--- config.mk ---
export PLATFORM = sky130hd
export DESIGN_NAME = mul_job_sched
export DESIGN_NICKNAME = d
export VERILOG_FILES = /design/src/rtl/mul_sched_pkg.sv /design/src/rtl/mul_rr_arb.sv /design/src/rtl/mul_job_sched.sv
export SDC_FILE = /design/constraint.sdc
export NUM_CORES = 1
export LEC_CHECK = 0
export CORE_MARGIN = 2
export CORE_UTILIZATION = 39
export DETAILED_ROUTE_END_ITERATION = 8
export MAX_ROUTING_LAYER = met4
export PLACE_DENSITY = 0.81
export SLEW_MARGIN = 20
export SYNTH_ARGS = -nofsm -noshare
export SYNTH_HDL_FRONTEND = slang
export SYNTH_HIERARCHICAL = 1
export SYNTH_SLANG_ARGS = --single-unit
export TNS_END_PERCENT = 50
--- constraint.sdc ---
create_clock -name clk -period 3.1 [get_ports clk]
set_input_delay 0.465 -clock clk [delete_from_list [all_inputs] [get_ports clk]]
set_output_delay 0.465 -clock clk [all_outputs]
set_load 0.1 [all_outputs]
--- src/rtl/mul_sched_pkg.sv ---
// mul_sched_pkg: shared types and helpers for the MUL job scheduler.
// Holds the FSM state enum, default sizes and the round-robin pick function.
package mul_sched_pkg;

    localparam int N_REQ_DEF = 4;
    localparam int W_DEF     = 16;

    typedef enum logic [2:0] {
        IDLE,
        LDA,
        LDB,
        ACC,
        RESP
    } state_t;

    // First set bit at or above ptr, wrapping within n requesters.
    // Callers pad req/ptr to 8/3 bits so one function covers N_REQ 2..8.
    function automatic logic [2:0] rr_pick(
        input logic [7:0]  req,
        input logic [2:0]  ptr,
        input int unsigned n
    );
        logic [2:0]  idx;
        logic        found;
        int unsigned j;
        idx   = '0;
        found = 1'b0;
        for (int unsigned k = 0; k < 8; k++) begin
            j = (32'(ptr) + k) % n;
            if (k < n && !found && req[j[2:0]]) begin
                idx   = j[2:0];
                found = 1'b1;
            end
        end
        return idx;
    endfunction

endpackage

--- src/rtl/mul_rr_arb.sv ---
// mul_rr_arb: combinational round-robin picker for the MUL scheduler.
// Ports: i_req (requests), i_ptr (priority start) -> o_gnt one-hot, o_idx, o_any.
module mul_rr_arb
    import mul_sched_pkg::*;
#(
    parameter int N_REQ = N_REQ_DEF,
    parameter int ID_W  = $clog2(N_REQ)
) (
    input  logic [N_REQ-1:0] i_req,
    input  logic [ID_W-1:0]  i_ptr,
    output logic [N_REQ-1:0] o_gnt,
    output logic [ID_W-1:0]  o_idx,
    output logic             o_any
);

    logic [7:0] w_req8;
    logic [2:0] w_ptr3;
    logic [2:0] w_pick;

    always_comb begin
        w_req8               = '0;
        w_req8[N_REQ-1:0]    = i_req;
        w_ptr3               = '0;
        w_ptr3[ID_W-1:0]     = i_ptr;
        w_pick               = rr_pick(w_req8, w_ptr3, N_REQ);
        o_any                = |i_req;
        o_idx                = w_pick[ID_W-1:0];
        o_gnt                = '0;
        if (o_any) begin
            o_gnt[o_idx] = 1'b1;
        end
    end

endmodule

--- src/rtl/mul_job_sched.sv ---
// mul_job_sched: shares one repeated-addition MUL datapath between N_REQ
// requesters with round-robin arbitration and a valid/ready result port.
// Ports: req/req_a/req_b/ack (requesters), resp_* (results), busy,
// dp_bus/ld_a/ld_b/clr_p/ld_p/dec_b (datapath strobes), eqz/dp_prod (flags).
// Option: MUL_ZERO_BYPASS_EN answers A==0 or B==0 jobs directly from IDLE.
module mul_job_sched
    import mul_sched_pkg::*;
#(
    parameter int N_REQ = N_REQ_DEF,
    parameter int W     = W_DEF,
    parameter int ID_W  = $clog2(N_REQ)
) (
    input  logic               clk,
    input  logic               rst_n,
    input  logic [N_REQ-1:0]   req,
    input  logic [N_REQ*W-1:0] req_a,
    input  logic [N_REQ*W-1:0] req_b,
    output logic [N_REQ-1:0]   ack,
    output logic               resp_valid,
    input  logic               resp_ready,
    output logic [ID_W-1:0]    resp_id,
    output logic [W-1:0]       resp_prod,
    output logic               busy,
    output logic [W-1:0]       dp_bus,
    output logic               ld_a,
    output logic               ld_b,
    output logic               clr_p,
    output logic               ld_p,
    output logic               dec_b,
    input  logic               eqz,
    input  logic [W-1:0]       dp_prod
);

    state_t          r_state;
    state_t          w_state_nx;
    logic [ID_W-1:0] r_ptr;
    logic [ID_W-1:0] r_id;
    logic [W-1:0]    r_a;
    logic [W-1:0]    r_b;
    logic [W-1:0]    r_prod;

    logic [N_REQ-1:0] w_gnt;
    logic [ID_W-1:0]  w_idx;
    logic             w_any;
    logic             w_take;
    logic [W-1:0]     w_a;
    logic [W-1:0]     w_b;
`ifdef MUL_ZERO_BYPASS_EN
    logic             w_zero;
`endif

    mul_rr_arb #(
        .N_REQ (N_REQ),
        .ID_W  (ID_W)
    ) u_arb (
        .i_req (req),
        .i_ptr (r_ptr),
        .o_gnt (w_gnt),
        .o_idx (w_idx),
        .o_any (w_any)
    );

    // Only the granted slice is read, so other requesters' operands
    // cannot disturb the capture.
    always_comb begin
        w_a    = req_a[w_idx*W +: W];
        w_b    = req_b[w_idx*W +: W];
        w_take = (r_state == IDLE) && w_any;
`ifdef MUL_ZERO_BYPASS_EN
        w_zero = (w_a == '0) || (w_b == '0);
`endif
    end

    always_ff @(posedge clk or negedge rst_n) begin
        if (!rst_n) begin
            r_state <= IDLE;
        end else begin
            r_state <= w_state_nx;
        end
    end

    always_ff @(posedge clk or negedge rst_n) begin
        if (!rst_n) begin
            r_ptr  <= '0;
            r_id   <= '0;
            r_a    <= '0;
            r_b    <= '0;
            r_prod <= '0;
        end else begin
            if (w_take) begin
                r_a   <= w_a;
                r_b   <= w_b;
                r_id  <= w_idx;
                r_ptr <= (w_idx == ID_W'(N_REQ - 1)) ? '0 : w_idx + 1'b1;
`ifdef MUL_ZERO_BYPASS_EN
                if (w_zero) begin
                    r_prod <= '0;
                end
`endif
            end
            if (r_state == ACC && eqz) begin
                r_prod <= dp_prod;
            end
        end
    end

    always_comb begin
        w_state_nx = r_state;
        ack        = '0;
        resp_valid = 1'b0;
        resp_id    = '0;
        resp_prod  = '0;
        busy       = (r_state != IDLE);
        dp_bus     = '0;
        ld_a       = 1'b0;
        ld_b       = 1'b0;
        clr_p      = 1'b0;
        ld_p       = 1'b0;
        dec_b      = 1'b0;
        unique case (r_state)
            IDLE: begin
                // ack is combinational from req; hold it low in reset.
                if (rst_n) begin
                    ack = w_gnt;
                end
                if (w_any) begin
                    w_state_nx = LDA;
`ifdef MUL_ZERO_BYPASS_EN
                    if (w_zero) begin
                        w_state_nx = RESP;
                    end
`endif
                end
            end
            LDA: begin
                dp_bus     = r_a;
                ld_a       = 1'b1;
                w_state_nx = LDB;
            end
            LDB: begin
                dp_bus     = r_b;
                ld_b       = 1'b1;
                clr_p      = 1'b1;
                w_state_nx = ACC;
            end
            ACC: begin
                if (eqz) begin
                    w_state_nx = RESP;
                end else begin
                    ld_p  = 1'b1;
                    dec_b = 1'b1;
                end
            end
            RESP: begin
                resp_valid = 1'b1;
                resp_id    = r_id;
                resp_prod  = r_prod;
                if (resp_ready) begin
                    w_state_nx = IDLE;
                end
            end
            default: begin
                w_state_nx = IDLE;
            end
        endcase
    end

endmodule

==> impl_metrics.py, run 1 <==
metrics = {
    "power_and_ir_drop": {
        "clockPowerShare_pct": 8.1,
        "irDropWorstVdd_uv": 652,
        "p_sw_mw": 2.99,
        "intPower_mw": 3.38,
        "p_seq_share_pct": 21.7,
        "powerDensity_mw_per_mm2": 1050,
        "switching_share_pct": 46.9,
        "p_comb_share_pct": 70.2,
        "leakagePower_nw": 2.45,
    },
    "sta": {
        "post-route-min-period_ns": 2.56,
        "period_share_pct": 82.6,
        "rsz0062_at_grt": "no",
        "clock_skew_ns": 0.00525,
        "worst_slack_ns": 0.539,
        "setup_viol": 0,
        "fin_tns_setup_ns": 0,
        "worst_pin_slew_ns": 0.580,
        "hold_viol": 0,
        "max_freq_mhz": 391,
        "final-max-slew-violation-count": 0,
        "slew-limit-headroom_pct": 61.2,
    },
    "floorplan": {
        "coreArea_mm2": 0.00872,
        "start_util_pct": 40.1,
        "die_y_um": 98.6,
        "fp.dieArea_mm2": 0.00973,
        "die-width_um": 98.6,
        "std_cell_rows": 34,
        "pin_count": 197,
    },
    "placement": {
        "io_buffers": 196,
        "place_hpwl_mm": 7.84,
        "gp_congestion": 0.831,
        "dp_slack_ns": 0.278,
        "dp_cells": 535,
    },
    "logic_synthesis": {
        "syn_nets": 399,
        "synth_area_mm2": 0.00349,
        "synthTopCellsByCount": "55 x dfrtp_1, 42 x mux2_2, 32 x mux4_2, 19 x and2_1, 17 x a22o_1",
        "synthFlopType": "dfrtp_1",
        "syn_area_per_cell_um2": 14.2,
        "synth_largest_area_cell": "dfrtp_1",
        "yosysUniqueCellTypes": 35,
        "ys_seq_area_share_pct": 39.4,
        "yosys-top-cells-area": "dfrtp_1 39%, mux4_2 21%, mux2_2 14%",
        "yosys_warnings": 6,
        "async_flop_share_pct": 100,
        "synth_cells": 246,
        "yosysMostFrequentCell": "dfrtp_1",
        "synth-edff-count": 0,
        "synth_top_area_share_pct": 39.4,
        "synth_seq_cells": 55,
    },
    "critical_path": {
        "cp_max_fo": 35,
        "path_class": "reg2reg",
        "crit_required_ns": 3.30,
        "setup.worst_path.start_class": "register",
        "critPathCaptureType": "register",
        "cp.arrival_ns": 2.76,
    },
    "clock_tree": {
        "cts_root_buf": "clkbuf_8",
        "clk_pin_slew_ns": 0.10,
        "htreeDepth": 2,
        "post-cts-setup-buffers": 0,
        "cts_sinks": 55,
        "cts_tree": "done",
        "cts_resized": 0,
        "hold_buffers": 0,
        "clk_latency_ns": 0.31,
        "cts_buffers": 5,
        "cts_max_path_buffers": 2,
    },
    "run_status": {
        "status": "finished clean",
    },
    "drt": {
        "wl_mm": 10.1,
        "drcViolationCount": 0,
        "drtIter0Drc": 74,
        "postRouteAntennaNets": 0,
        "drt-pass1-iter-count": 4,
        "vias": 2920,
        "via_per_inst": 5.38,
        "wl_per_cell_um": 18.6,
    },
    "cells_and_area": {
        "final_cells": 543,
        "diodes": 0,
        "layout-drive-gt1-share_pct": 36.3,
        "fin_nets": 587,
        "area_delta_synth_final_pct": 74.2,
    },
    "worst_hold_path": {
        "hold_class": "in2async",
    },
    "global_route": {
        "overflow": 0,
        "grtUsageTotal_pct": 22.4,
        "grt_pass1_vias": 3338,
        "grt_pass1_wl_mm": 16.7,
        "grt_max_degree": 40,
        "antenna_found_initial": 0,
    },
    "job": {
        "cap_violations": 0,
    },
}
-- logic make-up (layout without fill, tap and decap cells) --
group	after synthesis	in the layout	synth area share, %
AOI/OAI and AO/OA	35	35	7.88
adders and majority gates	1	1	0.358
buffers and inverters	29	218	5.34
DFF	55	55	39.4
muxes	85	85	38.8
and+or+nand+nor	41	41	8.27
-- through the flow --
stage / hold slack (ns) / area [µm²] / util (%) / total power, mW
after global placement: 0.417 / 5960 / 68.4 / 5.81
after detailed placement: 0.421 / 5960 / 68.4 / 5.90
final: 0.0705 / 6080 / 69.8 / 6.36
after global routing: 0.0948 / 6080 / 69.8 / 6.67
after floorplan: 0.169 / 3510 / - / 4.45
after CTS: 0.0750 / 6080 / 69.8 / 6.43
-- critical path: stages (launching register included) --
cell and delay [ns]:
dfrtp_1 0.62, mux2i_1 0.24, nor2_1 0.09, a311oi_4 0.34, buf_12 0.31, mux4_2 0.56, mux2_2 0.27
-- cells in the final DEF, fill, tap and decap left out, drive strengths merged, types with 3 or more instances in the layout --
master,n
clkdlybuf4s50,150
dfrtp,55
buf,55
mux2,52
mux4,32
and2,19
a22o,17
a21oi,6
nor2,6
clkbuf,6
inv,6
and3,4
o21ai,3
nor3b,3
-- power by group through the flow --
stage	sequential [mW]	combinational, mW	clock (mW)
after global placement	1.37	4.44	0
after detailed placement	1.39	4.51	0
after CTS	1.38	4.52	0.530
after floorplan	1.24	3.22	0
final	1.38	4.47	0.513
after global routing	1.44	4.68	0.556
-- layer usage --
| metal | GRT usage (%) | part of all wire [%] | up-vias | routed length [µm] |
|---|---|---|---|---|
| li1 | - | - | 1319 | - |
| met1 | 25.9 | 38 | 1446 | 3820 |
| met5 | - | 0 | - | 0 |
| met2 | 40.4 | 54 | 138 | 5480 |
| met4 | 4.85 | 1.7 | 0 | 167 |
| met3 | 4.26 | 6.2 | 17 | 628 |
-- worst paths after layout --
check	from	end	slack [ns]	cells past startpoint
hold / removal	rst_n	r_prod[5]	0.07	1
setup reg to reg	r_ptr[1]	r_b[13]	0.54	6
max in group asynchronous	rst_n	r_a[4]	2.15	2
setup / recovery	r_ptr[1]	r_b[13]	0.54	6
hold reg to reg	r_prod[5]	r_prod[5]	0.51	1
min in group clk	r_prod[5]	r_prod[5]	0.51	1
-- sequential cells by signal (all words and copies together), names as in the netlist --
name,count
r_a,16
r_b,16
r_prod,16
r_state,3
r_id,2
r_ptr,2
-- final cells by class --
| cell class | count | area (µm²) |
|---|---|---|
| flip-flops and latches | 55 | 1380 |
| repair buffers | 205 | 2460 |
| well taps | 108 | 135 |
| inverters | 5 | 18.8 |
| clock buffers | 6 | 82.6 |
| multi-input cells | 162 | 1970 |
| fillers | 600 | 2640 |
| clock inverters | 2 | 38.8 |
(Power assumes the default switching activity.)
==> run 2: changes to the inputs <==
==> constraint.sdc (replaced) <==
create_clock -name clk -period 2.61 [get_ports clk]
set_input_delay 0.3915 -clock clk [delete_from_list [all_inputs] [get_ports clk]]
set_output_delay 0.3915 -clock clk [all_outputs]
set_load 0.1 [all_outputs]
==> run 2 against run 1 <==
  * Clock skew up 0.0041 ns
  * Combinational power increased by 20%
  * Die area unchanged
  * Design area is 0.58% higher
  * Via count shrank 2.5%
  * Register-to-register slack worse by 0.20 ns
  * Critical path depth rose by 1
  * Global-route usage decreased by 2.4 points
  * Highest routed layer unchanged
==> impl_metrics.py, run 2 (synthesis gave the netlist of run 1 again) <==
metrics = {
    "run_status": {
        "status": "finished clean",
    },
    "critical_path": {
        "setup.worst_path.start_class": "primary input",
        "r2r-start": "r_ptr[1]",
        "crit_required_ns": 2.80,
        "critPathSlowestCell": "mux4_2",
        "crit_start": "req[2]",
        "critPathBufInv": 2,
        "cp_max_fo": 35,
        "critPathTopFamily": "multiplexers",
        "critPathCaptureType": "register",
        "path_class": "in2reg",
        "cp_cell_sequence": "clkdlybuf4s50_1, mux2i_1, nor2_1, a311oi_4, buf_12, mux4_2, mux2_2",
        "critPathMaxStageDelay_ns": 0.54,
        "cp.arrival_ns": 2.52,
    },
    "clock_tree": {
        "cts_max_path_buffers": 2,
        "clk_pin_slew_ns": 0.10,
        "cts_root_buf": "clkbuf_8",
        "cts_tree": "done",
        "cts_sinks": 55,
        "hold_buffers": 0,
        "htreeDepth": 2,
        "cts_resized": 0,
        "post-cts-setup-buffers": 0,
        "cts_buffers": 5,
        "clk_latency_ns": 0.31,
    },
    "global_route": {
        "grtUsageTotal_pct": 19.9,
        "grt_pass1_vias": 3106,
        "overflow": 0,
        "grt_max_degree": 39,
        "antenna_found_initial": 0,
        "grt_pass1_wl_mm": 14.9,
    },
    "drt": {
        "wl_mm": 9.31,
        "vias": 2848,
        "via_per_inst": 5.22,
        "postRouteAntennaNets": 0,
        "drcViolationCount": 0,
        "drt-pass1-iter-count": 4,
        "drtIter0Drc": 62,
        "wl_per_cell_um": 17.1,
    },
    "sta": {
        "post-route-min-period_ns": 2.32,
        "max_freq_mhz": 430,
        "worst_pin_slew_ns": 0.590,
        "rsz0062_at_grt": "no",
        "worst_slack_ns": 0.286,
        "period_share_pct": 89.0,
        "final-max-slew-violation-count": 0,
        "clock_skew_ns": 0.00937,
        "whs_ns": 0.0278,
        "slew-limit-headroom_pct": 60.5,
        "setup_viol": 0,
        "hold_viol": 0,
    },
    "cells_and_area": {
        "reg_top3": "r_a x16, r_b x16, r_prod x16",
        "layout-drive-gt1-share_pct": 38.4,
        "final_common_cell": "clkdlybuf4s50_1",
        "area_delta_synth_final_pct": 75.2,
        "fin_nets": 590,
        "diodes": 0,
        "final_cell_mix": "150 x clkdlybuf4s50_1, 55 x dfrtp_1, 47 x buf_12, 42 x mux2_2, 32 x mux4_2",
    },
    "job": {
        "cap_violations": 0,
    },
    "placement": {
        "dp_slack_ns": -0.0419,
        "place_hpwl_mm": 7.37,
        "io_buffers": 196,
        "gp_congestion": 0.819,
    },
    "worst_hold_path": {
        "hold_class": "in2async",
    },
    "floorplan": {
        "die_y_um": 98.6,
        "pin_count": 197,
        "fp.dieArea_mm2": 0.00973,
        "coreArea_mm2": 0.00872,
        "std_cell_rows": 34,
        "start_util_pct": 40.1,
        "die-width_um": 98.6,
    },
    "power_and_ir_drop": {
        "powerDensity_mw_per_mm2": 1220,
        "leakagePower_nw": 2.46,
        "irDropWorstVdd_uv": 660,
    },
}
## run 2: cell types whose count changed in the layout (fill, tap and decap cells not counted)
cell / delta
and2_1: -7
and2_2: +7
buf_12: +3
bufinv_16: -1
clkbuf_8: -1
clkinvlp_4: +1
inv_6: +1
nor3b_2: +1
nor3b_4: -1
## run 2: metal layers
layer | vias up | wire length (µm) | GRT usage (%)
met4 | 0 | 130 | 4.95
met1 | 1384 | 3440 | 21.9
li1 | 1329 | - | -
met2 | 125 | 5110 | 36.5
met3 | 10 | 631 | 4.40
met5 | - | 0 | -
## run 2: layout make-up
type | instances | area (µm²)
clock inverter | 3 | 25.0
multi-input combinational | 162 | 1970
sequential | 55 | 1380
inverter | 5 | 18.8
tap | 108 | 135
fill | 602 | 2600
timing repair buffer | 208 | 2520
clock buffer | 5 | 68.8
## run 2: worst register-to-register path, cell delays in order (launching register included)
cell	delay, ns
dfrtp_1	0.42
mux2i_1	0.21
nor2_1	0.08
a311oi_4	0.31
buf_12	0.31
mux4_2	0.55
mux2_2	0.28
## run 2: through the flow
step	instances	utilization, %	setup TNS [ns]	instance area [µm²]	total power, mW
6_report	546	70.2	0	6120	7.44
2_1_floorplan	246	-	-0.966	3520	5.29
5_1_grt	546	70.2	0	6120	7.78
3_3_place_gp	538	69.1	-0.228	6030	6.92
4_1_cts	546	70.2	0	6120	7.52
3_5_place_dp	538	69.1	-0.691	6030	7.02
## run 2: path summary, 6_finish.rpt
| check | slack (ns) | endpoint | cells past startpoint |
|---|---|---|---|
| max in group asynchronous | 1.74 | r_a[3] | 2 |
| max reg2reg | 0.34 | r_b[14] | 6 |
| max | 0.29 | r_b[14] | 7 |
| min in group clk | 0.51 | r_prod[0] | 1 |
| min reg2reg | 0.51 | r_prod[0] | 1 |
| min | 0.03 | r_ptr[0] | 1 |
## run 2: power breakdown
| part | switching, mW | internal, mW |
|---|---|---|
| logic | 2.93 | 2.43 |
| registers | 0.295 | 1.30 |
| clock network | 0.288 | 0.196 |
